$ cat src/rtl/str_collect_if.sv
// Character-stream collector bus: the strobed byte input and the published line
// outputs. The master modport is the character source / line consumer side, and
// the slave modport is the collector.
interface str_collect_if #(
   parameter int NCHAR = 7
);
   logic                 rdy;        // byte strobe, taken on its rising edge
   logic [7:0]           dIn;        // byte, valid in the cycle rdy rises
   logic [8*NCHAR-1:0]   bOut;       // last completed line, char k at [8k+7:8k]
   logic [3:0]           len;        // characters in bOut
   logic                 lineValid;  // one-cycle pulse, bOut/len just updated
   logic                 ovf;        // one-cycle pulse, overlong line discarded
   logic                 busy;       // a line is partly received

   modport master (
      output rdy, dIn,
      input  bOut, len, lineValid, ovf, busy
   );

   modport slave (
      input  rdy, dIn,
      output bOut, len, lineValid, ovf, busy
   );
endinterface

$ cat src/rtl/str_collect.sv
// Line collector for a strobed character stream. Each rising edge of rdy takes
// one byte from dIn. Bytes are gathered into a capture buffer until the terminator
// arrives. The whole line is then published in parallel with its length and a
// one-cycle lineValid pulse. A line longer than NCHAR is dropped, and ovf pulses
// once when its terminator arrives.
module str_collect #(
   parameter int         NCHAR = 7,      // 1..15
   parameter logic [7:0] TERM  = 8'h0d
) (
   input  logic          clk,
   input  logic          rst,
   str_collect_if.slave  bus
);

   localparam int         W       = 8 * NCHAR;
   localparam logic [3:0] NCHAR_L = 4'(NCHAR);

   typedef enum logic [1:0] {
      IDLE    = 2'd0,
      COLLECT = 2'd1,
      DROP    = 2'd2
   } state_t;

   state_t         state_q;
   logic [3:0]     count_q;
   logic [W-1:0]   buf_q;
   logic [W-1:0]   bout_q;
   logic [3:0]     len_q;
   logic           line_valid_q;
   logic           ovf_q;
   logic           rdy_d_q;

   logic           take;
   logic           is_term;
   logic           full;
   logic [W-1:0]   buf_ins_d;   // capture buffer with dIn written into slot count
   logic [W-1:0]   pub_d;       // capture buffer with slots >= count forced to zero

   // Strobe qualification and the two candidate buffer images for this cycle.
   always_comb begin
      // NOTE: every always_comb output gets a default before any branch, so no path leaves it unassigned and no latch is inferred.
      take      = bus.rdy & ~rdy_d_q;
      is_term   = (bus.dIn == TERM);
      full      = (count_q == NCHAR_L);
      buf_ins_d = buf_q;
      pub_d     = '0;
      for (int k = 0; k < NCHAR; k++) begin
         if (4'(k) == count_q) begin
            buf_ins_d[8*k +: 8] = bus.dIn;
         end
         if (4'(k) < count_q) begin
            pub_d[8*k +: 8] = buf_q[8*k +: 8];
         end
      end
   end

   // Delayed copy of rdy for rising-edge detection.
   always_ff @(posedge clk or posedge rst) begin
      if (rst) begin
         rdy_d_q <= 1'b0;
      end else begin
         // NOTE: sequential state is written with non-blocking assignments so every register samples the values from before the clock edge.
         rdy_d_q <= bus.rdy;
      end
   end

   // Line-assembly FSM with registered publish/overflow outputs.
   always_ff @(posedge clk or posedge rst) begin
      if (rst) begin
         state_q      <= IDLE;
         count_q      <= '0;
         // NOTE: the capture buffer is cleared on reset so a line cut off by reset cannot leak into the next line.
         buf_q        <= '0;
         bout_q       <= '0;
         len_q        <= '0;
         line_valid_q <= 1'b0;
         ovf_q        <= 1'b0;
      end else begin
         line_valid_q <= 1'b0;
         ovf_q        <= 1'b0;
         case (state_q)
            IDLE: begin
               if (take) begin
                  if (is_term) begin
                     // An empty line. count is 0, so pub_d is all zero.
                     bout_q       <= pub_d;
                     len_q        <= count_q;
                     line_valid_q <= 1'b1;
                     buf_q        <= '0;
                  end else begin
                     buf_q   <= buf_ins_d;
                     count_q <= 4'd1;
                     state_q <= COLLECT;
                  end
               end
            end

            COLLECT: begin
               if (take) begin
                  if (is_term) begin
                     bout_q       <= pub_d;
                     len_q        <= count_q;
                     line_valid_q <= 1'b1;
                     buf_q        <= '0;
                     count_q      <= '0;
                     state_q      <= IDLE;
                  end else if (!full) begin
                     buf_q   <= buf_ins_d;
                     count_q <= count_q + 4'd1;
                  end else begin
                     // One byte too many: discard the rest of this line.
                     state_q <= DROP;
                  end
               end
            end

            DROP: begin
               if (take && is_term) begin
                  ovf_q   <= 1'b1;
                  buf_q   <= '0;
                  count_q <= '0;
                  state_q <= IDLE;
               end
            end

            default: begin
               state_q <= IDLE;
               count_q <= '0;
               buf_q   <= '0;
            end
         endcase
      end
   end

   assign bus.bOut      = bout_q;
   assign bus.len       = len_q;
   assign bus.lineValid = line_valid_q;
   assign bus.ovf       = ovf_q;
   assign bus.busy      = (state_q != IDLE);

endmodule
$ cat src/flat_wrapper.sv
// flat-port wrapper written by rule: the top's interface ports become plain ports
module str_collect_flat 
#(
   parameter int         NCHAR = 7,              
   parameter logic [7:0] TERM  = 8'h0d
)
  (clk, rst, bus_rdy, bus_dIn, bus_bOut, bus_len, bus_lineValid, bus_ovf, bus_busy);
  str_collect_if #(.NCHAR(NCHAR)) bus_i ();
  input  logic clk;
  input  logic rst;
  input wire logic [$bits(bus_i.rdy)-1:0] bus_rdy;
  input wire logic [$bits(bus_i.dIn)-1:0] bus_dIn;
  output wire logic [$bits(bus_i.bOut)-1:0] bus_bOut;
  output wire logic [$bits(bus_i.len)-1:0] bus_len;
  output wire logic [$bits(bus_i.lineValid)-1:0] bus_lineValid;
  output wire logic [$bits(bus_i.ovf)-1:0] bus_ovf;
  output wire logic [$bits(bus_i.busy)-1:0] bus_busy;
  assign bus_i.rdy = bus_rdy;
  assign bus_i.dIn = bus_dIn;
  assign bus_bOut = bus_i.bOut;
  assign bus_len = bus_i.len;
  assign bus_lineValid = bus_i.lineValid;
  assign bus_ovf = bus_i.ovf;
  assign bus_busy = bus_i.busy;
  str_collect #(.NCHAR(NCHAR), .TERM(TERM)) u_core (.clk(clk), .rst(rst), .bus(bus_i));
endmodule
$ cat config.mk
export PLATFORM = sky130hd
export DESIGN_NAME = str_collect_flat
export DESIGN_NICKNAME = d
export VERILOG_FILES = /design/src/rtl/str_collect_if.sv /design/src/rtl/str_collect.sv /design/src/flat_wrapper.sv
export SDC_FILE = /design/constraint.sdc
export NUM_CORES = 1
export LEC_CHECK = 0
export CAP_MARGIN = 20
export CORE_ASPECT_RATIO = 1.2
export CORE_MARGIN = 2
export CORE_UTILIZATION = 32
export DETAILED_ROUTE_END_ITERATION = 16
export GPL_TIMING_DRIVEN = 0
export PLACE_DENSITY_LB_ADDON = 0.25
export SETUP_SLACK_MARGIN = 0.2
export SYNTH_ARGS = -nofsm -noshare
export SYNTH_HDL_FRONTEND = slang
export SYNTH_SLANG_ARGS = --single-unit
$ cat constraint.sdc
create_clock -name clk -period 4.5 [get_ports clk]
set_input_delay 0.675 -clock clk [delete_from_list [all_inputs] [get_ports clk]]
set_output_delay 0.675 -clock clk [all_outputs]
set_load 0.02 [all_outputs]
==> results.ini, run 1 <==
[run_status]
status = completed

[yosys]
syn-instance-count = 462
yosysTopAreaCell = dfrtp_1
yosys-top-cells-count = 130 x nand2_1, 125 x dfrtp_1, 63 x o21ai_0, 49 x mux2_2, 17 x clkbuf_1
yosysWarnings = 0
synth_area_leaders = dfrtp_1 60%, mux2_2 11%, nand2_1 9.4%, o21ai_0 6.1%, a22oi_4 2.9%
synth_seq_cells = 125
synth_cell_type_count = 37
async_flop_share_pct = 100
synth_most_common_cell = nand2_1
yosysSeqAreaShare_pct = 60.0
syn_avg_cell_area_um2 = 11.3
synthFlopType = dfrtp_1
syn_nets = 476
synthesis.area_mm2 = 0.00521
synth_edf_count = 0
yosys.area.top_type_share_pct = 60.0

[grt]
grt-ovfl-total = 0
grt_util_all_layers_pct = 15.3
grt_max_degree = 74
grt_pass1_wl_mm = 20.2
grt_pass1_vias = 3760
antenna_found_initial = 0

[floorplan]
initial_core_util_pct = 32.4
rows = 51
die_h_um = 144
fp.dieArea_mm2 = 0.0173
core_area_mm2 = 0.0161
die_x_um = 120
io-pin-count = 74

[finish]
drive_gt1_share_pct = 16.6
syn_to_final_growth_pct = 30.9
n_fill_cell = 1565
num-nets-final = 569
fin_util_pct = 42.4
antenna_cells = 0

[clock_network]
clkSinkCount = 125
cts_resized = 0
clk_pin_slew_ps = 50
ctsLongestPathBuffers = 2
worstSkewPairLatency_ps = 410
h-tree-depth = 4
cts_made_buffers = 17
post_cts_buffers = 0
cts_tree = built
cts-root-buf = clkbuf_16
cts_hold_buf = 0

[sta]
final.period_utilization_pct = 61.5
min_period_ps = 2770
clock_skew_ps = 7.51
tightest_slew_ps = 1030
finalHoldViolCount = 0
rsz0062_at_grt = false
setup_violations = 0
setup_tns_ps = 0
drv_slew = 0
timing.final.ws_setup_ps = 1730
fmax_ghz = 0.361
slew_headroom_pct = 31.2

[critical_path]
rr_endpoint = u_core.buf_q[51]$_DFFE_PP0P_
cp_cell_sequence = clkdlybuf4s50_1 > and4b_1 > clkbuf_1 > nand4_1 > clkbuf_1 > clkbuf_1 > nand2_1 > o21ai_0
reg2reg_depth = 7
critPathMaxFanout = 10
critPathMaxStageDelay_ps = 520
critPathKind = in -> reg
cp_common_cell = clkbuf_1
crit_required_ps = 4780
crit_arrival_ps = 3050
critPathLaunch = bus_dIn[3]
rrSetupSlack_ps = 2000
endpoint_kind = register
start_kind = input pin
worst_path_max_delay_cell = clkdlybuf4s50_1
r2r_start = u_core.count_q[0]$_DFFE_PP0P_

[power_and_ir_drop]
vdd_ir_drop_max_mv = 0.294
p_leak_nw = 2.92
power_density_mw_per_mm2 = 530

[hold_path]
hp-class = reg -> reg
holdPathEnd = u_core.bus.bOut[31]$_DFFE_PP0P_
hold_depth = 2
min_from = u_core.bus.bOut[31]$_DFFE_PP0P_

[drt]
antenna_left = 0
first_pass_iters = 4
vias = 3656
wl_per_cell_um = 16.3
drt_iter0_drc = 160
vias_per_cell = 4.69
drt_wl_total_mm = 12.7
drcViolationCount = 0

[job]
maxCapViolCount = 0

[placed_design]
preCtsSetupSlack_ps = 1330
port_buffers = 73
dp_hpwl_mm = 8.73
gp_congestion = 0.835

-- per-layer routing --
layer / track usage [%] / part of all wire [%] / vias to the layer above
met5: 0 / 0 / -
met3: 3.73 / 3.9 / 17
li1: - / - / 1760
met4: 6.73 / 2.6 / 0
met1: 18.4 / 42 / 1805
met2: 26.2 / 51 / 74
-- registers in the layout (all words and copies together) (netlist names) --
signal                cells
u_core.bus.ovf            1
u_core.bus.lineValid      1
u_core.bus.len            4
u_core.count_q            4
u_core.rdy_d_q            1
u_core.bus.bOut          56
u_core.buf_q             56
u_core.state_q            2
-- layout make-up --
cell class / count / area [µm²] / area share [%]
Buffer: 22 / 95.1 / 1.39
Timing Repair Buffer: 74 / 758 / 11.1
Multi-Input combinational cell: 307 / 1960 / 28.7
Sequential cell: 125 / 3130 / 45.9
Clock buffer: 18 / 429 / 6.29
Tap cell: 212 / 265 / 3.89
Clock inverter: 13 / 150 / 2.20
Inverter: 8 / 35.0 / 0.514
-- worst max path at each step --
| stage | endpoint | cells past startpoint |
|---|---|---|
| after CTS | u_core.bus.bOut[1]$_DFFE_PP0P_ | 8 |
| after detailed placement | u_core.bus.bOut[1]$_DFFE_PP0P_ | 8 |
| after floorplan | u_core.buf_q[0]$_DFFE_PP0P_ | 1 |
| final | u_core.bus.bOut[7]$_DFFE_PP0P_ | 8 |
| after global placement | u_core.bus.bOut[1]$_DFFE_PP0P_ | 2 |
| after global routing | u_core.bus.bOut[4]$_DFFE_PP0P_ | 8 |
-- logic make-up after synthesis --
logic type | after synthesis | synth area share [%]
buf+inv | 30 | 2.40
mux | 53 | 11.5
simple gates | 160 | 13.3
compound gates | 90 | 11.9
fa+ha+maj | 4 | 0.913
flops | 125 | 60.0
-- through the flow --
step | cells | power [mW] | cell area [µm²] | hold WS, ps
finish | 779 | 3.62 | 6820 | 473
global route | 779 | 3.81 | 6820 | 499
CTS | 779 | 3.65 | 6820 | 483
detailed placement | 748 | 2.29 | 6240 | 470
global placement | 747 | 2.26 | 6210 | 471
floorplan | 462 | 2.05 | 5210 | 458
-- critical path, delay by kind of cell --
kind	cells	cell delay, ps
buffers and inverters	4	1590
and+or+nand+nor	3	680
AOI/OAI and AO/OA	1	80
-- power by group --
part / total, mW / internal [mW] / leakage, nW / switching [mW]
clock network: 1.35 / 0.860 / 0.277 / 0.487
registers: 1.58 / 1.41 / 1.60 / 0.167
logic: 0.693 / 0.331 / 1.03 / 0.363
-- cells in the final DEF (no fill, tap or decap), types with 2 or more instances in the layout --
master,instances
nor4_1,2
o21ai_0,63
and2_1,4
a21oi_1,3
nand2_1,130
inv_1,7
nor3_1,2
nor2_1,4
o21ai_1,2
nand3_1,3
mux2_1,4
mux2_2,49
o22ai_1,3
dfrtp_1,125
buf_1,2
ha_1,3
clkinv_2,6
and4b_1,2
clkbuf_16,17
nor2b_1,7
a22oi_4,7
a22o_1,5
clkinvlp_4,4
clkbuf_1,18
or3_1,2
bufinv_16,3
clkdlybuf4s50_1,73
(Power assumes the default switching activity.)
==> run 2: changes to the inputs <==
==> constraint.sdc (replaced) <==
create_clock -name clk -period 2.7 [get_ports clk]
set_input_delay 0.405 -clock clk [delete_from_list [all_inputs] [get_ports clk]]
set_output_delay 0.405 -clock clk [all_outputs]
set_load 0.02 [all_outputs]
==> results.ini, run 2 (synthesis results as in run 1) <==
[placed_design]
port_buffers = 73  ; unchanged
dp_hpwl_mm = 8.95  ; was 8.73 mm
gp_congestion = 0.813  ; was 0.835

[drt]
antenna_left = 0  ; unchanged
vias = 3726  ; was 3,656
first_pass_iters = 4  ; unchanged
drt_iter0_drc = 190  ; was 160
drcViolationCount = 0  ; unchanged
drt_wl_total_mm = 12.6  ; was 12.7 mm
wl_per_cell_um = 16.1  ; was 16.3 µm
vias_per_cell = 4.75  ; was 4.69

[floorplan]
io-pin-count = 74  ; unchanged
fp.dieArea_mm2 = 0.0173  ; unchanged
die_x_um = 120  ; unchanged
rows = 51  ; unchanged
core_area_mm2 = 0.0161  ; unchanged
die_h_um = 144  ; unchanged
initial_core_util_pct = 32.4  ; unchanged

[finish]
num-nets-final = 574  ; was 569
fin_util_pct = 42.8  ; was 42.4%
syn_to_final_growth_pct = 32.0  ; was 30.9%
antenna_cells = 0  ; unchanged
n_fill_cell = 1567  ; was 1,565
final_cell_mix = 130 x nand2_1, 125 x dfrtp_1, 73 x clkdlybuf4s50_1  ; unchanged
mostFrequentLayoutCell = nand2_1  ; unchanged
drive_gt1_share_pct = 17.1  ; was 16.6%

[sta]
slew_headroom_pct = 35.5  ; was 31.2%
tightest_slew_ps = 965  ; was 1030 ps
clock_skew_ps = 5.95  ; was 7.51 ps
drv_slew = 0  ; unchanged
rsz0062_at_grt = false  ; unchanged
final.period_utilization_pct = 87.7
setup_violations = 0  ; unchanged
fmax_ghz = 0.422
finalHoldViolCount = 0  ; unchanged
min_period_ps = 2370
fin_hold_ws_ps = 402  ; was 473 ps

[grt]
grt-ovfl-total = 0  ; unchanged
antenna_found_initial = 0  ; unchanged
grt_pass1_wl_mm = 20.3  ; was 20.2 mm
grt_max_degree = 45  ; was 74
grt_pass1_vias = 3843  ; was 3,760
grt_util_all_layers_pct = 15.4  ; was 15.3%

[clock_network]
cts-root-buf = clkbuf_16  ; unchanged
h-tree-depth = 4  ; unchanged
cts_tree = built  ; unchanged
clkSinkCount = 125  ; unchanged
worstSkewPairLatency_ps = 410  ; about the same
cts_hold_buf = 0  ; unchanged
ctsLongestPathBuffers = 2  ; unchanged
clk_pin_slew_ps = 50  ; about the same
cts_made_buffers = 17  ; unchanged

[critical_path]
endpoint_kind = register  ; unchanged
crit_required_ps = 2990  ; was 4780 ps
critPathMaxFanout = 8  ; was 10
start_kind = register  ; was input pin
crit_arrival_ps = 2660  ; was 3050 ps
critPathKind = reg -> reg  ; was in -> reg

[run_status]
status = completed  ; unchanged

[hold_path]
hp-class = in -> async  ; was reg -> reg

[job]
maxCapViolCount = 0  ; unchanged

[power_and_ir_drop]
power_density_mw_per_mm2 = 860  ; was 530 mW/mm²
p_leak_nw = 2.95  ; was 2.92 nW
vdd_ir_drop_max_mv = 0.474  ; was 0.294 mV

==> run 2: where the power goes <==
group          internal (mW)  switching [mW]  leakage, nW  total (mW)
sequential              2.35           0.270         1.60        2.62
combinational          0.559           0.605         1.07        1.16
clock                   1.36           0.775        0.278        2.13
==> run 2: path summary, 6_finish.rpt <==
path	from	end	slack, ps	depth (start not counted)
worst max register to register	u_core.count_q[0]$_DFFE_PP0P_	u_core.buf_q[37]$_DFFE_PP0P_	330	7
worst max-delay path	u_core.count_q[0]$_DFFE_PP0P_	u_core.buf_q[37]$_DFFE_PP0P_	330	7
max in group asynchronous	rst	u_core.buf_q[49]$_DFFE_PP0P_	1710	3
worst min register to register	u_core.bus.bOut[21]$_DFFE_PP0P_	u_core.bus.bOut[21]$_DFFE_PP0P_	480	2
worst min-delay path	rst	u_core.bus.bOut[34]$_DFFE_PP0P_	400	2
min in group clk	u_core.bus.bOut[21]$_DFFE_PP0P_	u_core.bus.bOut[21]$_DFFE_PP0P_	480	2
==> run 2: per-layer routing <==
layer	part of all wire [%]	wire [µm]	track usage (%)	vias to the layer above
li1	-	-	-	1776
met1	42	5360	18.4	1846
met2	51	6450	26.6	83
met3	4.4	551	3.45	21
met4	2.0	247	6.98	0
met5	0	0	0	-
==> run 2: critical path, stage by stage, from the launching register on <==
cell and delay, ps:
dfrtp_1 450, ha_2 260, and4b_1 200, clkbuf_1 160, o31a_1 270, buf_6 170, a22oi_4 350, mux2_2 380
==> run 2: repair_timing <==
action	in CTS	in global routing
pin swaps	0	4
gates cloned	0	0
setup endpoints to repair	10	106
setup buffers	0	3
gates resized for setup	1	1
==> run 2: cell type report <==
type | count | area (µm²) | share of cell area [%]
Tap cell | 212 | 265 | 3.86
Multi-Input combinational cell | 307 | 1960 | 28.5
Inverter | 8 | 33.8 | 0.491
Clock buffer | 26 | 499 | 7.26
Timing Repair Buffer | 79 | 838 | 12.2
Clock inverter | 6 | 58.8 | 0.855
Buffer | 22 | 96.3 | 1.40
Sequential cell | 125 | 3130 | 45.5
==> run 2: per-stage QoR <==
| step | area [µm²] | instances | total power, mW | setup WS [ps] | TNS (ps) |
|---|---|---|---|---|---|
| after floorplan | 5210 | 462 | 3.42 | 513 | 0 |
| after global placement | 6210 | 747 | 3.77 | -328 | -49390 |
| after detailed placement | 6270 | 750 | 3.83 | -231 | -10460 |
| after CTS | 6830 | 782 | 5.98 | 240 | 0 |
| after global routing | 6880 | 785 | 6.25 | 244 | 0 |
| final | 6880 | 785 | 5.92 | 331 | 0 |
